--- src/rtl/bsg_upstream_link_tx.sv ---
// Credit-flow-controlled upstream link transmitter: buffers core words in a
// hold/shift pair and serialises each one over CH_NUM channels in BEATS beats.
module bsg_upstream_link_tx #(
    parameter int DATA_W  = 64,
    parameter int CH_NUM  = 2,
    parameter int CH_W    = 8,
    parameter int CREDITS = 64,
    parameter int BEATS   = DATA_W / (CH_NUM * CH_W),
    parameter int CNT_W   = $clog2(CREDITS) + 1
) (
    input  logic                   clk,
    input  logic                   rst,
    input  logic [DATA_W-1:0]      core_data_in,
    input  logic                   core_valid_in,
    output logic                   core_ready_out,
    input  logic                   io_token,
    output logic                   io_valid_out,
    output logic [CH_NUM*CH_W-1:0] io_data_out,
    output logic [CNT_W-1:0]       credit_avail,
    output logic                   credit_err
);

    localparam int IO_W   = CH_NUM * CH_W;
    localparam int BEAT_W = (BEATS > 1) ? $clog2(BEATS) : 1;

    localparam logic [0:0] ST_IDLE = 1'b0;
    localparam logic [0:0] ST_SEND = 1'b1;

    localparam logic [BEAT_W-1:0] LAST_BEAT = BEAT_W'(BEATS - 1);
    localparam logic [CNT_W-1:0]  CREDITS_C = CNT_W'(CREDITS);

    // Channel c of beat b carries the word slice [(c*BEATS+b)*CH_W +: CH_W].
    function automatic logic [IO_W-1:0] beat_slice(
        input logic [DATA_W-1:0] w,
        input logic [BEAT_W-1:0] b
    );
        logic [IO_W-1:0] s;
        s = '0;
        for (int unsigned c = 0; c < CH_NUM; c++) begin
            s[c*CH_W +: CH_W] = w[(c*BEATS + 32'(b))*CH_W +: CH_W];
        end
        return s;
    endfunction

    logic [0:0]        state_q, state_d;
    logic [BEAT_W-1:0] beat_q, beat_d;
    logic              hold_v_q, hold_v_d;
    logic [DATA_W-1:0] hold_data_q, hold_data_d;
    logic [DATA_W-1:0] shift_q, shift_d;
    logic              io_valid_q, io_valid_d;
    logic [IO_W-1:0]   io_data_q, io_data_d;
    logic [CNT_W-1:0]  sent_cnt_q, sent_cnt_d;
    logic [CNT_W-1:0]  finish_cnt_q, finish_cnt_d;
    logic              credit_err_q, credit_err_d;

    logic [CNT_W-1:0]  outstanding;
    logic              credit_ok;
    logic              slot_free;
    logic              launch;
    logic              accept;
    logic              token_ok;

    always_comb begin
        // Outstanding count relies on modulo-2^CNT_W subtraction across wrap.
        outstanding    = sent_cnt_q - finish_cnt_q;
        credit_ok      = outstanding < CREDITS_C;
        slot_free      = (state_q == ST_IDLE) || (beat_q == LAST_BEAT);
        launch         = hold_v_q && credit_ok && slot_free;
        core_ready_out = !hold_v_q || launch;
        accept         = core_valid_in && core_ready_out;
        token_ok       = io_token && (sent_cnt_q != finish_cnt_q);
    end

    always_comb begin
        state_d      = state_q;
        beat_d       = beat_q;
        hold_v_d     = hold_v_q;
        hold_data_d  = hold_data_q;
        shift_d      = shift_q;
        io_valid_d   = io_valid_q;
        io_data_d    = io_data_q;
        sent_cnt_d   = sent_cnt_q;
        finish_cnt_d = finish_cnt_q;
        credit_err_d = credit_err_q;

        if (accept) begin
            hold_data_d = core_data_in;
            hold_v_d    = 1'b1;
        end else if (launch) begin
            hold_v_d    = 1'b0;
        end

        // Beat 0 comes straight from the hold register so it appears one
        // cycle after launch; later beats come from the shift register.
        if (launch) begin
            shift_d    = hold_data_q;
            sent_cnt_d = sent_cnt_q + CNT_W'(1);
            state_d    = ST_SEND;
            beat_d     = '0;
            io_valid_d = 1'b1;
            io_data_d  = beat_slice(hold_data_q, '0);
        end else if (state_q == ST_SEND) begin
            if (beat_q != LAST_BEAT) begin
                beat_d     = beat_q + BEAT_W'(1);
                io_valid_d = 1'b1;
                io_data_d  = beat_slice(shift_q, beat_q + BEAT_W'(1));
            end else begin
                state_d    = ST_IDLE;
                beat_d     = '0;
                io_valid_d = 1'b0;
                io_data_d  = '0;
            end
        end

        if (token_ok) begin
            finish_cnt_d = finish_cnt_q + CNT_W'(1);
        end
        if (io_token && !token_ok) begin
            credit_err_d = 1'b1;
        end
    end

    always_ff @(posedge clk) begin
        if (rst) begin
            state_q      <= ST_IDLE;
            beat_q       <= '0;
            hold_v_q     <= 1'b0;
            hold_data_q  <= '0;
            shift_q      <= '0;
            io_valid_q   <= 1'b0;
            io_data_q    <= '0;
            sent_cnt_q   <= '0;
            finish_cnt_q <= '0;
            credit_err_q <= 1'b0;
        end else begin
            state_q      <= state_d;
            beat_q       <= beat_d;
            hold_v_q     <= hold_v_d;
            hold_data_q  <= hold_data_d;
            shift_q      <= shift_d;
            io_valid_q   <= io_valid_d;
            io_data_q    <= io_data_d;
            sent_cnt_q   <= sent_cnt_d;
            finish_cnt_q <= finish_cnt_d;
            credit_err_q <= credit_err_d;
        end
    end

    assign io_valid_out = io_valid_q;
    assign io_data_out  = io_data_q;
    assign credit_avail = CREDITS_C - outstanding;
    assign credit_err   = credit_err_q;

endmodule

--- config.mk ---
export PLATFORM = sky130hd
export DESIGN_NAME = bsg_upstream_link_tx
export DESIGN_NICKNAME = d
export VERILOG_FILES = /design/src/rtl/bsg_upstream_link_tx.sv
export SDC_FILE = /design/constraint.sdc
export NUM_CORES = 1
export LEC_CHECK = 0
export ABC_AREA = 1
export BUFFER_PORTS_ARGS = -buffer_cell sky130_fd_sc_hd__clkbuf_2
export CAP_MARGIN = 20
export CORE_UTILIZATION = 36
export CTS_BUF_LIST = sky130_fd_sc_hd__clkbuf_16
export CTS_CLUSTER_SIZE = 28
export DETAILED_ROUTE_END_ITERATION = 10
export GPL_ROUTABILITY_DRIVEN = 0
export HOLD_SLACK_MARGIN = 0.08
export PLACE_DENSITY = 0.51
export SYNTH_ARGS = -nofsm -noshare
export SYNTH_HDL_FRONTEND = slang
export SYNTH_SLANG_ARGS = --single-unit
--- constraint.sdc ---
create_clock -name clk -period 3.58 [get_ports clk]
set_input_delay 0 -clock clk [delete_from_list [all_inputs] [get_ports clk]]
set_output_delay 0 -clock clk [all_outputs]
set_load 0.01 [all_outputs]
==> impl_metrics.env, run 1 <==
export IMPL_ys_warn_count=0
export IMPL_synth_cell_types=34
export IMPL_final_cell_mix="nand2_1 (208), dfxtp_1 (164), inv_1 (160)"
export IMPL_cts_tree="yes"
export IMPL_ir_worst_vdd_v=0.000299
export IMPL_critPathRequiredTime_ns=3.90
export IMPL_fmax_ghz=0.306
export IMPL_drt_first_pass_iters=5
export IMPL_cts_resized=0
export IMPL_cts_setup_buffers=0
export IMPL_reg2reg_depth=18
export IMPL_hold_violations=0
export IMPL_hpwl_mm=12.9
export IMPL_timing_rr_end="hold_data_q[12]$_SDFFE_PP0P_"
export IMPL_synth_top_area_share=0.431
export IMPL_die_y_um=148
export IMPL_min_period_ns=3.27
export IMPL_numCtsBuffers=17
export IMPL_synth_edf_count=0
export IMPL_yosysSeqAreaShare=0.431
export IMPL_fin_skew_ns=0.00871
export IMPL_syn_area_sq_um=7620
export IMPL_die_area_sq_um=21800
export IMPL_mostFrequentLayoutCell="nand2_1"
export IMPL_worstSetupPathType="reg -> reg"
export IMPL_rows=52
export IMPL_busiest_layer="met2"
export IMPL_hold_class="in -> reg"
export IMPL_setup_viol=0
export IMPL_core_area_sq_um=20500
export IMPL_arrival_ns=3.59
export IMPL_seq_area_sq_um=3280
export IMPL_grt_max_degree=93
export IMPL_fin_nets=1303
export IMPL_ant_nets=0
export IMPL_placedCellCount=1398
export IMPL_slew_viol_final=0
export IMPL_r2r_setup_slack_ns=0.31
export IMPL_path_clk_slew_ns=0.06
export IMPL_multi_input_area_sq_um=3330
export IMPL_hold_path_startpoint="core_valid_in"
export IMPL_grt_pass1_vias=6587
export IMPL_rsz0062_at_grt="no"
export IMPL_p_leak_uw=0.00448
export IMPL_vias_per_cell=4.68
export IMPL_met3_usage=0.0383
export IMPL_syn_avg_cell_area_sq_um=7.00
export IMPL_drt_total_wl_mm=19.4
export IMPL_ys_top_cells_by_area="dfxtp_1 (43%), nand2_1 (10%), inv_1 (7.8%)"
export IMPL_cts_sinks=164
export IMPL_chipWidth_um=148
export IMPL_syn_num_nets=1168
export IMPL_antenna_found_initial=0
export IMPL_period_share=0.912
export IMPL_initial_core_util=0.372
export IMPL_cp_end_kind="register"
export IMPL_hold_path_endpoint="hold_data_q[18]$_SDFFE_PP0P_"
export IMPL_tightest_slew_ns=0.766
export IMPL_gr_total_overflow=0
export IMPL_hold_depth=4
export IMPL_stdcell_count=1507
export IMPL_holdBufCountCts=77
export IMPL_tns_ns=0
export IMPL_status="completed"
export IMPL_drtIter0Drc=416
export IMPL_drv_cap=0
export IMPL_port_buffers=93
export IMPL_wl_per_cell_um=12.9
export IMPL_slew_headroom=0.489
export IMPL_ys_seq_elements=164
export IMPL_grt_usage=0.186
export IMPL_synthCells=1089
export IMPL_async_reset_ff_frac=0
export IMPL_power_density_nw_per_um2=715
export IMPL_route_detailed_drc=0
export IMPL_drive_gt1_frac=0.124
export IMPL_htreeDepth=4
export IMPL_r2r_start="sent_cnt_q[0]$_SDFFE_PP0P_"
export IMPL_grt_pass1_wl_mm=32.0
export IMPL_syn_to_final_growth_pct=24.5
export IMPL_antenna_cells=0
export IMPL_cp_max_fo=20
export IMPL_cts_root_buf="clkbuf_16"
export IMPL_critPathLaunchType="register"
export IMPL_insertion_delay_ns=0.43
export IMPL_synth_ff_type="dfxtp_1"
export IMPL_clock_tree_buffer_depth=2
export IMPL_vias=7060
export IMPL_use_met2=0.298
export IMPL_synth_top_area_cell="dfxtp_1"
export IMPL_fillers=2161
export IMPL_pin_count=94
export IMPL_grt_use_met1=0.251
## cells by family (layout without fill, tap and decap cells)
| group | Yosys count | after routing | share of synthesized area |
|---|---|---|---|
| flops | 164 | 164 | 0.431 |
| compound gates | 200 | 200 | 0.145 |
| buf+inv | 233 | 381 | 0.132 |
| fa+ha+maj | 11 | 11 | 0.0190 |
| xor+xnor | 8 | 8 | 0.0102 |
| simple gates | 473 | 473 | 0.263 |
## critical path, cell delays in order, from the launching register on
cell           delay (ns)
dfxtp_1              0.38
inv_1                0.09
ha_1                 0.19
inv_1                0.12
fa_1                 0.42
inv_1                0.08
nand2_1              0.08
nor2_4               0.13
nand3_2              0.11
nor2_4               0.11
nand3_2              0.09
nand2_4              0.09
nand3_2              0.10
nand2_2              0.11
buf_4                0.27
nand3_1              0.10
nand2_1              0.09
dlygate4sd3_1        0.55
nor2_1               0.04
## cells in the mapped netlist (11+ instances only)
master / n
o22ai_1: 16
clkbuf_1: 33
buf_6: 13
o21ai_0: 37
o21bai_1: 16
nor2_1: 139
inv_1: 159
nand2_1: 208
buf_2: 11
nand3_1: 90
a21oi_1: 106
nand4_1: 22
dfxtp_1: 164
## report_power, final
group | total, uW | switching (uW) | internal [uW]
registers | 2360 | 184 | 2180
clock network | 1730 | 723 | 1000
logic | 2700 | 1690 | 1010
total | 6790 | 2600 | 4190
## worst max-delay path by stage
stage | start | endpoint | slack [ns] | depth (start not counted)
after floorplan | sent_cnt_q[0]$_SDFFE_PP0P_ | shift_q[39]$_SDFFE_PP0P_ | 1.09 | 16
after global placement | sent_cnt_q[0]$_SDFFE_PP0P_ | shift_q[42]$_SDFFE_PP0P_ | 0.62 | 15
after detailed placement | sent_cnt_q[0]$_SDFFE_PP0P_ | shift_q[46]$_SDFFE_PP0P_ | 0.53 | 15
after CTS | sent_cnt_q[0]$_SDFFE_PP0P_ | hold_data_q[5]$_SDFFE_PP0P_ | 0.30 | 18
after global routing | sent_cnt_q[0]$_SDFFE_PP0P_ | hold_data_q[11]$_SDFFE_PP0P_ | 0.03 | 18
final | sent_cnt_q[0]$_SDFFE_PP0P_ | hold_data_q[12]$_SDFFE_PP0P_ | 0.31 | 18
## sequential cells by signal, summed over array words and instances (netlist names)
signal / cells
hold_data_q: 64
shift_q: 64
io_data_out: 16
finish_cnt_q: 7
sent_cnt_q: 7
beat_q: 2
credit_err: 1
hold_v_q: 1
io_valid_out: 1
state_q: 1
## per-layer routing
metal	vias to the layer above	wire (um)
li1	3721	-
met4	0	224
met5	-	0
met1	3200	9730
met2	119	8870
met3	20	582
## through the flow
stage / setup WS, ns / hold slack [ns] / instance area [sq um] / total power (uW) / utilization
after floorplan: 1.09 / 0.170 / 7620 / 4340 / -
after global placement: 0.624 / 0.310 / 8170 / 5040 / 0.399
after detailed placement: 0.526 / 0.313 / 8170 / 5060 / 0.399
after CTS: 0.302 / 0.412 / 9490 / 6860 / 0.463
after global routing: 0.0278 / 0.438 / 9490 / 7330 / 0.463
final: 0.314 / 0.407 / 9490 / 6790 / 0.463
## cell type report
| class | instances | share of cell area |
|---|---|---|
| Clock buffer | 17 | 0.0448 |
| Clock inverter | 15 | 0.0131 |
| Inverter | 161 | 0.0637 |
| Multi-Input combinational cell | 692 | 0.351 |
| Sequential cell | 164 | 0.346 |
| Tap cell | 270 | 0.0356 |
| Timing Repair Buffer | 188 | 0.146 |
Power figures use the tool's default switching activity.
==> run 2, diff against run 1 <==
--- a/config.mk
+++ b/config.mk
@@ -8,13 +8,14 @@
 export ABC_AREA = 1
 export BUFFER_PORTS_ARGS = -buffer_cell sky130_fd_sc_hd__clkbuf_2
 export CAP_MARGIN = 20
-export CORE_UTILIZATION = 36
+export CORE_ASPECT_RATIO = 0.75
+export CORE_UTILIZATION = 45
 export CTS_BUF_LIST = sky130_fd_sc_hd__clkbuf_16
 export CTS_CLUSTER_SIZE = 28
 export DETAILED_ROUTE_END_ITERATION = 10
 export GPL_ROUTABILITY_DRIVEN = 0
 export HOLD_SLACK_MARGIN = 0.08
-export PLACE_DENSITY = 0.51
+export PLACE_DENSITY = 0.61
 export SYNTH_ARGS = -nofsm -noshare
 export SYNTH_HDL_FRONTEND = slang
 export SYNTH_SLANG_ARGS = --single-unit
==> impl_metrics.env, run 2 (same netlist as run 1, synthesis figures left out) <==
export IMPL_status="finished with violations"
export IMPL_violations="DRC"
export IMPL_setup_viol=0
export IMPL_slew_viol_final=0
export IMPL_numCtsBuffers=17
export IMPL_postLayoutCoreUtil=0.580
export IMPL_cts_setup_buffers=0
export IMPL_cts_tree="yes"
export IMPL_min_period_ns=3.18
export IMPL_antenna_cells=0
export IMPL_worstSetupPathType="reg -> out"
export IMPL_hold_class="in -> reg"
export IMPL_ir_worst_vdd_v=0.000328
export IMPL_finish_instance_area_sq_um=9440
export IMPL_route_detailed_drc=7
export IMPL_grt_pass1_vias=6434
export IMPL_period_share=0.888
export IMPL_worstSetupStartpoint="finish_cnt_q[0]$_SDFFE_PP0P_"
export IMPL_rows=40
export IMPL_fin_nets=1294
export IMPL_p_leak_uw=0.00449
export IMPL_clock_tree_buffer_depth=2
export IMPL_hold_violations=0
export IMPL_fmax_ghz=0.314
export IMPL_r2r_start="finish_cnt_q[0]$_SDFFE_PP0P_"
export IMPL_pin_count=94
export IMPL_critPathLaunchType="register"
export IMPL_drive_gt1_frac=0.131
export IMPL_chipWidth_um=152
export IMPL_hpwl_mm=12.2
export IMPL_insertion_delay_ns=0.43
export IMPL_grt_pass1_wl_mm=31.6
export IMPL_drtIter0Drc=524
export IMPL_post_dp_cell_area_sq_um=8140
export IMPL_ant_nets=0
export IMPL_tns_ns=0
export IMPL_layout_setup_ws_ns=0.399
export IMPL_die_area_sq_um=17500
export IMPL_cp_end_kind="output port"
export IMPL_die_y_um=115
export IMPL_whs_ns=0.263
export IMPL_vias_per_cell=4.86
export IMPL_grt_max_degree=72
export IMPL_arrival_ns=3.18
export IMPL_syn_to_final_growth_pct=23.8
export IMPL_tightest_slew_ns=0.950
export IMPL_cts_sinks=164
export IMPL_drv_cap=0
export IMPL_cp_max_fo=39
export IMPL_path_clk_slew_ns=0.06
export IMPL_power_density_nw_per_um2=752
export IMPL_grt_usage=0.227
export IMPL_mostFrequentLayoutCell="nand2_1"
export IMPL_drt_first_pass_iters=8
export IMPL_slew_headroom=0.366
export IMPL_hold_path_startpoint="core_valid_in"
export IMPL_drt_total_wl_mm=18.9
export IMPL_htreeDepth=4
export IMPL_fin_skew_ns=0.0103
export IMPL_initial_core_util=0.469
export IMPL_gr_total_overflow=0
export IMPL_place_ws_ns=0.507
export IMPL_final_cell_mix="nand2_1 (208), dfxtp_1 (164), inv_1 (159)"
export IMPL_antenna_found_initial=0
export IMPL_port_buffers=93
export IMPL_vias=6984
export IMPL_rsz0062_at_grt="no"
export IMPL_wl_per_cell_um=13.1
export IMPL_core_area_sq_um=16300
export IMPL_critPathRequiredTime_ns=3.58
export IMPL_cts_root_buf="clkbuf_16"
run 2: cell count changes in the layout (fill, tap and decap cells not counted), sizes merged:
| cell | previous run | this run |
|---|---|---|
| inv | 162 | 161 |
| clkinv | 10 | 7 |
| dlygate4sd3 | 77 | 65 |
| buf | 18 | 21 |
| bufinv | 2 | 5 |
| clkinvlp | 2 | 3 |
run 2: layer usage:
metal,GRT usage,up-vias,part of all wire
li1,-,3707,-
met1,0.319,3113,0.52
met2,0.359,154,0.43
met3,0.0449,10,0.045
met4,0.0578,0,0.0083
met5,0,-,0
run 2: worst paths after layout:
| check | endpoint | slack [ns] | cells after the start |
|---|---|---|---|
| worst max-delay path | core_ready_out | 0.40 | 14 |
| worst min-delay path | hold_data_q[10]$_SDFFE_PP0P_ | 0.26 | 5 |
| worst max register to register | hold_data_q[26]$_SDFFE_PP0P_ | 0.45 | 16 |
| worst min register to register | shift_q[20]$_SDFFE_PP0P_ | 0.45 | 2 |
run 2: layout make-up:
cell class | count | area, sq um
Clock inverter | 15 | 214
Fill cell | 1586 | 6820
Tap cell | 210 | 263
Inverter | 161 | 604
Multi-Input combinational cell | 692 | 3340
Timing Repair Buffer | 179 | 1310
Sequential cell | 164 | 3280
Clock buffer | 17 | 425
run 2: report_power, final:
| part | internal (uW) | switching, uW | total, uW |
|---|---|---|---|
| registers | 2180 | 179 | 2350 |
| clock network | 1230 | 746 | 1980 |
| logic | 1020 | 1750 | 2770 |
| total | 4430 | 2670 | 7100 |
run 2: repair_timing:
item | in CTS | in global routing
endpoints found under the hold margin | 68 | 0
hold buffers | 65 | 0
gates resized for setup | 0 | 1
setup endpoints to repair | 0 | 1
run 2: per-stage QoR:
| step | total power (uW) | cells |
|---|---|---|
| after floorplan | 4340 | 1089 |
| after global placement | 5060 | 1341 |
| after detailed placement | 5080 | 1341 |
| after CTS | 7110 | 1438 |
| after global routing | 7590 | 1438 |
| final | 7100 | 1438 |
run 2: critical path, stage by stage, from the launching register on:
cell and delay [ns]:
dfxtp_1 0.43, ha_1 0.18, inv_1 0.07, fa_1 0.42, nand3_1 0.13, nand2_1 0.08
nand2_1 0.06, nand2_1 0.15, nor2_4 0.17, nand3_2 0.09, nand2_4 0.17, nand3_4 0.21
nand2_2 0.18, buf_12 0.22, clkbuf_2 0.16
